==> config.mk <==
export PLATFORM = sky130hd
export DESIGN_NAME = rca_accumulator
export DESIGN_NICKNAME = d
export VERILOG_FILES = /design/src/rtl/rca_accumulator.sv
export SDC_FILE = /design/constraint.sdc
export NUM_CORES = 1
export LEC_CHECK = 0
export ABC_AREA = 1
export BUFFER_PORTS_ARGS = -buffer_cell sky130_fd_sc_hd__buf_4
export CAP_MARGIN = 25
export CORE_AREA = 2 2 69 84
export CTS_CLUSTER_DIAMETER = 200
export DETAILED_ROUTE_END_ITERATION = 12
export DIE_AREA = 0 0 71 86
export PLACE_DENSITY = 0.71
export SLEW_MARGIN = 10
export SYNTH_ARGS = -nofsm -noshare
export SYNTH_HDL_FRONTEND = slang
export SYNTH_HIERARCHICAL = 1
export SYNTH_SLANG_ARGS = --single-unit
==> constraint.sdc <==
create_clock -name clk -period 32.7 [get_ports clk]
set_input_delay 6.54 -clock clk [delete_from_list [all_inputs] [get_ports clk]]
set_output_delay 6.54 -clock clk [all_outputs]
set_load 0.02 [all_outputs]
==> src/rtl/rca_accumulator.sv <==
// Batch accumulator: sums COUNT unsigned words through a ripple-carry adder and
// presents the modulo-2^WIDTH total plus a sticky overflow flag on a valid/ready port.
module rca_accumulator #(
    parameter int WIDTH = 32,
    parameter int COUNT = 4
) (
    input  logic             clk,
    input  logic             rst,
    input  logic             clear,
    input  logic             in_valid,
    output logic             in_ready,
    input  logic [WIDTH-1:0] in_data,
    output logic             out_valid,
    input  logic             out_ready,
    output logic [WIDTH-1:0] out_sum,
    output logic             out_carry
);

    // COUNT = 1 would give a zero-width counter, so keep at least one bit.
    localparam int CW = (COUNT > 1) ? $clog2(COUNT) : 1;
    localparam logic [CW-1:0] LAST = CW'(COUNT - 1);

    typedef enum logic {
        ACCUM = 1'b0,
        DONE  = 1'b1
    } state_t;

    state_t           state, state_d;
    logic [WIDTH-1:0] acc, acc_d;
    logic             ovf, ovf_d;
    logic [CW-1:0]    cnt, cnt_d;
    logic [WIDTH-1:0] sum;
    logic             carry;

    rca #(.WIDTH(WIDTH)) adder (
        .a (acc),
        .b (in_data),
        .s (sum),
        .c (carry)
    );

    assign in_ready  = (state == ACCUM) && !clear;
    assign out_valid = (state == DONE);
    assign out_sum   = acc;
    assign out_carry = ovf;

    always_ff @(posedge clk or posedge rst) begin
        if (rst) begin
            state <= ACCUM;
            acc   <= '0;
            ovf   <= 1'b0;
            cnt   <= '0;
        end else begin
            state <= state_d;
            acc   <= acc_d;
            ovf   <= ovf_d;
            cnt   <= cnt_d;
        end
    end

    // clear outranks everything, so a pending result in DONE is simply dropped.
    always_comb begin
        state_d = state;
        acc_d   = acc;
        ovf_d   = ovf;
        cnt_d   = cnt;
        if (clear) begin
            state_d = ACCUM;
            acc_d   = '0;
            ovf_d   = 1'b0;
            cnt_d   = '0;
        end else begin
            case (state)
                ACCUM: begin
                    if (in_valid) begin
                        acc_d = sum;
                        ovf_d = ovf | carry;
                        if (cnt == LAST) begin
                            cnt_d   = '0;
                            state_d = DONE;
                        end else begin
                            cnt_d = cnt + CW'(1);
                        end
                    end
                end
                DONE: begin
                    if (out_ready) begin
                        state_d = ACCUM;
                        acc_d   = '0;
                        ovf_d   = 1'b0;
                    end
                end
                default: state_d = ACCUM;
            endcase
        end
    end

endmodule

// Plain WIDTH-bit ripple-carry adder; carry-in is tied low.
module rca #(
    parameter int WIDTH = 32
) (
    input  logic [WIDTH-1:0] a,
    input  logic [WIDTH-1:0] b,
    output logic [WIDTH-1:0] s,
    output logic             c
);

    logic [WIDTH:0] ripple;

    assign ripple[0] = 1'b0;

    for (genvar i = 0; i < WIDTH; i++) begin : g_bit
        assign s[i]          = a[i] ^ b[i] ^ ripple[i];
        assign ripple[i + 1] = (a[i] & b[i]) | (ripple[i] & (a[i] ^ b[i]));
    end

    assign c = ripple[WIDTH];

endmodule
==> flow_metrics.tcl, run 1 <==
set metrics [dict create \
    ys.warnings.count 6 \
    drtIter0Drc 124 \
    yosys.area.top_type_share_pct 34.8 \
    placed_cells 398 \
    grt.overflow.total 0 \
    wl_met3_um 269 \
    max_freq_mhz 52.1 \
    synth_fp_nets 350 \
    first_global_vias 2150 \
    met1Wirelength_um 2490 \
    post_synth_inst_count 280 \
    cts_htree_levels 2 \
    final_net_count 413 \
    highest_layer "met4" \
    critical_path_capture_point_type "flip-flop" \
    synth_sequential_area_ratio_pct 34.8 \
    cts.clk_slew.worst_paths_ns 0.07 \
    drt_first_pass_iters 6 \
    placement.cell_area_sq_mm 0.00306 \
    report.final.hold_viol_count 0 \
    floorplan.die_area_sq_mm 0.00611 \
    hold_path_depth 2 \
    min-delay-start "cnt[1]" \
    slowest_delay_ns 0.42 \
    setup_total_negative_slack_ns 0 \
    clk-insertion-delay-late_ns 0.28 \
    area_delta_synth_final_pct 21.6 \
    clock_tree.buffer_depth 2 \
    detail_route.wirelength_um 5570 \
    number_of_buffers_added_to_fix_hold_violations_after_cts 0 \
    worstRegToRegCells 40 \
    finalSetupViolCount 0 \
    power-per-cell-area_mw_per_mm2 79.4 \
    cts_setup_buffers 0 \
    dp_hpwl_um 3700 \
    grt_max_degree 37 \
    reg2reg_to "out_sum[31]" \
    syn_area_sq_mm 0.00259 \
    start_util_pct 49.2 \
    drive_gt1_share_pct 30.2 \
    hold_ws_ns 0.516 \
    finalInstanceArea_sq_mm 0.00315 \
    final_cells 406 \
    final.min_clock_period_ns 19.19 \
    p_leak_nw 1.76 \
    die_x_um 71 \
    timing.critical_path.fanout_max 1 \
    max_capacitance_violation_count 0 \
    synth.distinct_cells 19 \
    io_buffer_count 71 \
    postSynthAreaPerCell_sq_um 9.24 \
    min-delay-path-class "flip-flop to flip-flop" \
    regToRegStartpoint "out_sum[0]" \
    gp_congestion 0.728 \
    postLayoutSetupSlackWorst_ns 13.51 \
    core_region_sq_mm 0.00526 \
    tritoncts "built" \
    chipHeight_um 86 \
    outcome "finished clean" \
    cts_buffers 5 \
    postRouteAntennaNets 0 \
    ys_top_cells_by_area "sky130_fd_sc_hd__dfrtp_1 (35%), sky130_fd_sc_hd__fa_1 (24%), sky130_fd_sc_hd__nand2_1 (12%)" \
    met2RoutedLength_um 2750 \
    post-route-drc-count 0 \
    clock_skew_ns 0.00569 \
    setup.worst_path.class "input pin to flip-flop" \
    wl_per_cell_um 13.7 \
    cts.sink_count 36 \
    synth_top_cell_by_area "sky130_fd_sc_hd__dfrtp_1" \
    rsz0062_at_grt "no" \
    placement_rows 29 \
    worst_slew_margin_rel_pct 54.9 \
    worst_pin_slew_ns 0.676 \
    max-vdd-ir-drop_mv 0.0423 \
    timing.final.crit_share_pct 58.7 \
    root_buffer "sky130_fd_sc_hd__clkbuf_8" \
    number_of_antenna_violations_at_the_first_check_in_global_routing 0 \
    ioPinCount 72 \
    first_pass_grt_wire_length_um 9910 \
    dpl_worst_slack_ns 13.21 \
    worstHoldEndpoint "cnt[1]" \
    cp_slowest_cell "sky130_fd_sc_hd__fa_1" \
    number_of_vias_per_cell_after_detailed_routing 4.98 \
    postCtsResizedCells 0 \
    timing.reg2reg.setup_slack_ns 19.43 \
    cp.required_ns 32.92 \
    arrival_ns 19.41 \
    routed-via-count 2023 \
    timing.critical_path.mode_cell "sky130_fd_sc_hd__fa_1" \
    critical_path.startpoint_type "input pin" \
    finalMaxSlewViolations 0 \
    grt_util_overall_pct 20.3 \
    ys_seq_elements 36 \
    n_antenna_cell 0 \
]
-- kinds of logic (layout without fill, tap and decap cells) --
kind of cell | count (synthesis) | count (layout) | synth area share (%)
DFF | 36 | 36 | 34.8
and+or+nand+nor | 179 | 179 | 32.1
buffers and inverters | 30 | 94 | 7.78
AOI/OAI and AO/OA | 2 | 2 | 0.387
adders and majority gates | 33 | 33 | 25.0
-- final cells by class --
class / instances / area (sq um)
tap: 62 / 77.6
inverter: 14 / 52.6
fill: 488 / 2110
sequential: 36 / 901
multi-input combinational: 214 / 1490
timing repair buffer: 72 / 541
clock buffer: 8 / 90.1
-- state kept, by name (all words and copies together) (netlist names) --
register   cells
cnt            2
out_carry      1
out_valid      1
out_sum       32
-- cells in the final DEF, fill, tap and decap left out --
cell type	Yosys	final
sky130_fd_sc_hd__nand3_1	36	36
sky130_fd_sc_hd__inv_1	12	12
sky130_fd_sc_hd__nand3_4	1	1
sky130_fd_sc_hd__nor2_1	37	37
sky130_fd_sc_hd__buf_4	4	72
sky130_fd_sc_hd__fa_1	31	31
sky130_fd_sc_hd__ha_1	2	2
sky130_fd_sc_hd__inv_2	2	2
sky130_fd_sc_hd__nand2_1	82	82
sky130_fd_sc_hd__clkbuf_8	0	6
sky130_fd_sc_hd__nor2_8	1	1
sky130_fd_sc_hd__dfrtp_1	36	36
sky130_fd_sc_hd__o21ai_0	2	2
sky130_fd_sc_hd__nand2_8	2	2
sky130_fd_sc_hd__nand2_2	20	20
sky130_fd_sc_hd__clkbuf_1	1	2
-- cell usage after synthesis --
| cell type | count |
|---|---|
| sky130_fd_sc_hd__fa_1 | 31 |
| sky130_fd_sc_hd__clkbuf_1 | 1 |
| sky130_fd_sc_hd__ha_1 | 2 |
| sky130_fd_sc_hd__inv_2 | 2 |
| sky130_fd_sc_hd__buf_2 | 3 |
| sky130_fd_sc_hd__nor2_8 | 1 |
| sky130_fd_sc_hd__nand2_2 | 20 |
| sky130_fd_sc_hd__o21ai_0 | 2 |
| sky130_fd_sc_hd__dfrtp_1 | 36 |
| sky130_fd_sc_hd__buf_6 | 5 |
| sky130_fd_sc_hd__buf_12 | 2 |
| sky130_fd_sc_hd__buf_4 | 4 |
| sky130_fd_sc_hd__nand2_8 | 2 |
| sky130_fd_sc_hd__nand2_1 | 82 |
| sky130_fd_sc_hd__nand3_1 | 36 |
| sky130_fd_sc_hd__nand3_4 | 1 |
| sky130_fd_sc_hd__buf_1 | 1 |
| sky130_fd_sc_hd__nor2_1 | 37 |
| sky130_fd_sc_hd__inv_1 | 12 |
-- layer usage --
layer / GRT usage [%] / vias to the layer above
li1: - / 982
met1: 27.6 / 987
met3: 4.58 / 4
met2: 32.5 / 50
met4: 6.69 / 0
met5: 0 / -
-- critical path: cells and delay by family --
family                   cells  cell delay [ns]
adder cells (fa/ha/maj)     32            12.17
buffers and inverters        5             0.37
AND/OR/NAND/NOR              4             0.33
-- worst max-delay path by stage --
stage | endpoint | start | cells after the start
final | out_sum[31] | in_data[0] | 41
after global routing | out_sum[31] | in_data[0] | 41
after CTS | out_sum[31] | in_data[0] | 41
after detailed placement | out_sum[31] | in_data[0] | 41
after global placement | out_sum[31] | in_data[0] | 41
after floorplan | out_sum[31] | in_data[0] | 40
-- metrics by stage --
step / util (%) / power (mW)
3_5_place_dp: 58.1 / 0.218
2_1_floorplan: - / 0.172
4_1_cts: 59.8 / 0.252
3_3_place_gp: 58.1 / 0.214
6_report: 59.8 / 0.250
5_1_grt: 59.8 / 0.276
-- report_power, final --
| part | internal [mW] | leakage [nW] | switching, mW |
|---|---|---|---|
| logic | 0.0622 | 1.25 | 0.0722 |
| clock network | 0.0172 | 0.0455 | 0.0158 |
| registers | 0.0613 | 0.469 | 0.0210 |
| total | 0.141 | 1.76 | 0.109 |
Power figures use the tool's default switching activity.
==> run 2, diff against run 1 <==
Clock period 32.7 ns to 17.9 ns, I/O delays scaled along.
==> run 2 against run 1 <==
Effect of this change:
- non-clock buffer count unchanged
- clock skew shrank 0.0041 ns
- die area is the same
- sequential power grew 85%
- clock-buffer cell count down 3
- largest power group unchanged
- worst hold slack improved by 0.0036 ns
- global-route usage increased by 0.22 points
- register-to-register slack worse by 15 ns
==> flow_metrics.tcl, run 2 (synthesis results as in run 1) <==
set metrics [dict create \
    outcome "finished clean" \
    cp_slowest_cell "sky130_fd_sc_hd__fa_1" \
    timing.critical_path.fanout_max 1 \
    start_util_pct 49.2 \
    first_pass_grt_wire_length_um 9890 \
    layout.cells.most_common "sky130_fd_sc_hd__nand2_1" \
    number_of_buffers_added_to_fix_hold_violations_after_cts 0 \
    area_delta_synth_final_pct 20.8 \
    finalSetupViolCount 0 \
    drtIter0Drc 101 \
    setup.worst_path.class "input pin to flip-flop" \
    arrival_ns 16.46 \
    critical_path.startpoint_type "input pin" \
    max_capacitance_violation_count 0 \
    wl_per_cell_um 14.1 \
    dpl_worst_slack_ns 1.36 \
    postLayoutSetupSlackWorst_ns 1.66 \
    max_freq_mhz 61.6 \
    slowest_delay_ns 0.43 \
    worst_slew_margin_rel_pct 54.0 \
    final.fill_count 466 \
    cts_htree_levels 2 \
    post-route-drc-count 0 \
    chipHeight_um 86 \
    placed_cells 398 \
    grt_util_overall_pct 20.6 \
    hold_path_depth 2 \
    max-vdd-ir-drop_mv 0.0711 \
    grt.overflow.total 0 \
    drt_first_pass_iters 4 \
    mostFrequentLayoutCells "sky130_fd_sc_hd__nand2_1 (82), sky130_fd_sc_hd__buf_4 (72), sky130_fd_sc_hd__nor2_1 (37)" \
    die_x_um 71 \
    rsz0062_at_grt "no" \
    worstRegToRegCells 40 \
    cts.sink_count 36 \
    number_of_vias_per_cell_after_detailed_routing 5.08 \
    grt_max_degree 37 \
    gp_congestion 0.763 \
    post_route_utilization_pct 59.4 \
    core_region_sq_mm 0.00526 \
    timing.critical_path.mode_cell "sky130_fd_sc_hd__fa_1" \
    finalMaxSlewViolations 0 \
    placement_rows 29 \
    final.min_clock_period_ns 16.24 \
    cp_num_buf_inv 5 \
    final_net_count 413 \
    min-delay-start "out_sum[0]" \
    final_cells 403 \
    cts_buffers 5 \
    cts_setup_buffers 0 \
    cp.required_ns 18.12 \
    detail_route.wirelength_um 5660 \
    setup_total_negative_slack_ns 0 \
    first_global_vias 2138 \
    number_of_antenna_violations_at_the_first_check_in_global_routing 0 \
    postCtsResizedCells 0 \
    startpoint "in_data[0]" \
    worst_pin_slew_ns 0.689 \
    dp_hpwl_um 3780 \
    timing.final.crit_share_pct 90.7 \
    io_buffer_count 71 \
    root_buffer "sky130_fd_sc_hd__clkbuf_8" \
    clock_skew_ns 0.00161 \
    n_antenna_cell 0 \
    flip_flop_count_of_the_largest_register_all_copies_and_words_added 32 \
    kind_of_cell_with_the_highest_combined_delay_on_the_critical_path "adder cells" \
    cts.clk_slew.worst_paths_ns 0.07 \
    min-delay-path-class "flip-flop to flip-flop" \
    power-per-cell-area_mw_per_mm2 145 \
    ioPinCount 72 \
    report.final.hold_viol_count 0 \
    p_leak_nw 1.75 \
    floorplan.die_area_sq_mm 0.00611 \
    total_power_mw 0.452 \
    clock_tree.buffer_depth 2 \
    worstSetupPathDepth 41 \
    drive_gt1_share_pct 30.2 \
    routed-via-count 2048 \
    critical_path_capture_point_type "flip-flop" \
    regToRegStartpoint "out_sum[0]" \
    postRouteAntennaNets 0 \
    tritoncts "built" \
    clk-insertion-delay-late_ns 0.28 \
]
run 2: metrics by stage:
stage	hold WS, ns	instance area, sq um
final	0.520	3130
after global routing	0.559	3130
after CTS	0.531	3130
after detailed placement	0.512	3060
after global placement	0.489	3060
after floorplan	0.468	2590
run 2: final timing paths:
check / endpoint / slack [ns]
max: out_sum[31] / 1.66
min: out_sum[0] / 0.52
max reg2reg: out_sum[31] / 4.62
min reg2reg: out_sum[0] / 0.52
max in group asynchronous: out_sum[25] / 14.16
min in group asynchronous: out_sum[13] / 3.40
run 2: cell type report:
type	instances	area [sq um]	area share [%]
clock buffers	5	68.8	2.20
flip-flops and latches	36	901	28.8
well taps	62	77.6	2.48
repair buffers	72	541	17.3
inverters	14	52.6	1.68
multi-input cells	214	1490	47.5
run 2: layer usage:
layer	GRT usage [%]	wire length (um)
met5	0	0
met3	4.70	330
met4	5.66	26
met1	28.1	2470
met2	33.2	2830
run 2: tightest hold or removal path, stage by stage (launching register included):
cell and delay, ns:
sky130_fd_sc_hd__dfrtp_1 0.38, sky130_fd_sc_hd__nand2_2 0.06, sky130_fd_sc_hd__nand2_1 0.05
run 2: power breakdown:
part | internal [mW] | switching, mW | total, mW
clock | 0.0251 | 0.0268 | 0.0519
sequential | 0.112 | 0.0397 | 0.152
combinational | 0.114 | 0.134 | 0.249
total | 0.251 | 0.201 | 0.452
==> run 3, diff against run 2 <==
==> constraint.sdc (replaced) <==
create_clock -name clk -period 20.5 [get_ports clk]
set_input_delay 4.1 -clock clk [delete_from_list [all_inputs] [get_ports clk]]
set_output_delay 4.1 -clock clk [all_outputs]
set_load 0.1 [all_outputs]
==> run 3 against run 2 <==
Effect of this change:
- non-clock buffer count did not move
- clock-buffer cell count is 2 higher
- utilization up 0.52 points
==> flow_metrics.tcl, run 3 (synthesis results as in run 1) <==
set metrics [dict create \
    outcome "finished clean" \
    first_global_vias 2064 \
    worstRegToRegCells 40 \
    postRouteAntennaNets 0 \
    cts_htree_levels 2 \
    first_pass_grt_wire_length_um 9590 \
    report.final.hold_viol_count 0 \
    max_capacitance_violation_count 0 \
    cts.clk_slew.worst_paths_ns 0.07 \
    gp_congestion 0.721 \
    tritoncts "built" \
    timing.critical_path.mode_cell "sky130_fd_sc_hd__fa_1" \
    grt.overflow.total 0 \
    number_of_vias_per_cell_after_detailed_routing 5.00 \
    timing.critical_path.fanout_max 1 \
    arrival_ns 16.96 \
    placement_rows 29 \
    grt_max_degree 37 \
    critical_path.startpoint_type "input pin" \
    final_net_count 413 \
    flip_flop_count_of_the_largest_register_all_copies_and_words_added 32 \
    drt_first_pass_iters 4 \
    chipHeight_um 86 \
    slowest_delay_ns 0.42 \
    final.fill_count 478 \
    number_of_antenna_violations_at_the_first_check_in_global_routing 0 \
    finalMaxSlewViolations 0 \
    regToRegStartpoint "out_sum[0]" \
    core_region_sq_mm 0.00526 \
    cts_buffers 5 \
    critical_path_capture_point_type "flip-flop" \
    timing.reg2reg.setup_slack_ns 7.23 \
    start_util_pct 49.2 \
    postCtsResizedCells 0 \
    cts_setup_buffers 0 \
    dpl_worst_slack_ns 3.45 \
    hold_ws_ns 0.522 \
    clk-insertion-delay-late_ns 0.28 \
    final.min_clock_period_ns 16.74 \
    reg2reg_to "out_sum[31]" \
    die_x_um 71 \
    drive_gt1_share_pct 30.6 \
    drtIter0Drc 91 \
    routed-via-count 2025 \
    clock_skew_ns 0.00331 \
    clock_tree.buffer_depth 2 \
    wl_per_cell_um 13.4 \
    postLayoutSetupSlackWorst_ns 3.76 \
    dp_hpwl_um 3650 \
    post-route-drc-count 0 \
    cp_slowest_cell "sky130_fd_sc_hd__fa_1" \
    worst_slew_margin_rel_pct 54.3 \
    setup.worst_path.class "input pin to flip-flop" \
    cp.required_ns 20.72 \
    timing.final.crit_share_pct 81.7 \
    cts.sink_count 36 \
    io_buffer_count 71 \
    ff_latch_area_sq_um 901 \
    grt_util_overall_pct 19.8 \
    n_antenna_cell 0 \
    hold_path_depth 2 \
    max_freq_mhz 59.7 \
    detail_route.wirelength_um 5440 \
    number_of_buffers_added_to_fix_hold_violations_after_cts 0 \
    ioPinCount 72 \
    layout.cells.most_common "sky130_fd_sc_hd__nand2_1" \
    finalSetupViolCount 0 \
    setup_total_negative_slack_ns 0 \
    min-delay-start "out_sum[16]" \
    area_delta_synth_final_pct 21.9 \
    root_buffer "sky130_fd_sc_hd__clkbuf_8" \
    floorplan.die_area_sq_mm 0.00611 \
    worst_pin_slew_ns 0.684 \
    worstHoldEndpoint "out_sum[16]" \
    rsz0062_at_grt "no" \
    min-delay-path-class "flip-flop to flip-flop" \
    footprint_of_the_multi_input_gates_sq_mm 0.00149 \
    mostFrequentLayoutCells "sky130_fd_sc_hd__nand2_1 (82), sky130_fd_sc_hd__buf_4 (72), sky130_fd_sc_hd__nor2_1 (37)" \
]
## run 3: cell count changes in the layout (fill, tap and decap cells not counted), sizes merged
cell | previous run | this run
clkbuf | 5 | 7
## run 3: area by class of cell
type                    instances  share of cell area [%]
multi-input cells             214                    47.1
flip-flops and latches         36                    28.6
repair buffers                 72                    17.1
clock buffers                   7                    3.06
well taps                      62                    2.46
inverters                      14                    1.67
## run 3: how the worst max path moves through the flow
| stage | start | to | slack [ns] | cells past startpoint |
|---|---|---|---|---|
| 4_1_cts | in_data[0] | out_sum[31] | 3.72 | 41 |
| 2_1_floorplan | in_data[0] | out_sum[31] | 4.21 | 40 |
| 6_report | in_data[0] | out_sum[31] | 3.76 | 41 |
| 3_5_place_dp | in_data[0] | out_sum[31] | 3.45 | 41 |
| 5_1_grt | in_data[0] | out_sum[31] | 3.21 | 41 |
| 3_3_place_gp | in_data[0] | out_sum[31] | 3.57 | 41 |
## run 3: metal layers
| layer | part of all wire [%] | GRT usage (%) |
|---|---|---|
| met5 | 0 | 0 |
| met4 | 1.2 | 6.69 |
| met3 | 5.7 | 3.41 |
| met2 | 48 | 31.5 |
| met1 | 45 | 27.5 |
## run 3: through the flow
stage,util (%),area (sq um),std cells
CTS,59.9,3150,405
global route,59.9,3150,405
detailed placement,58.1,3060,398
floorplan,-,2590,280
finish,59.9,3150,405
global placement,58.1,3060,398
## run 3: critical path, delay by kind of cell
| family | cells | cell delay, ns |
|---|---|---|
| buffers and inverters | 5 | 0.38 |
| adders and majority gates | 32 | 12.19 |
| and+or+nand+nor | 4 | 0.31 |
Power of run 3 is left out: the tool's default activity adds up to more than one toggle a clock period on the data nets, which glitch-free logic cannot reach.
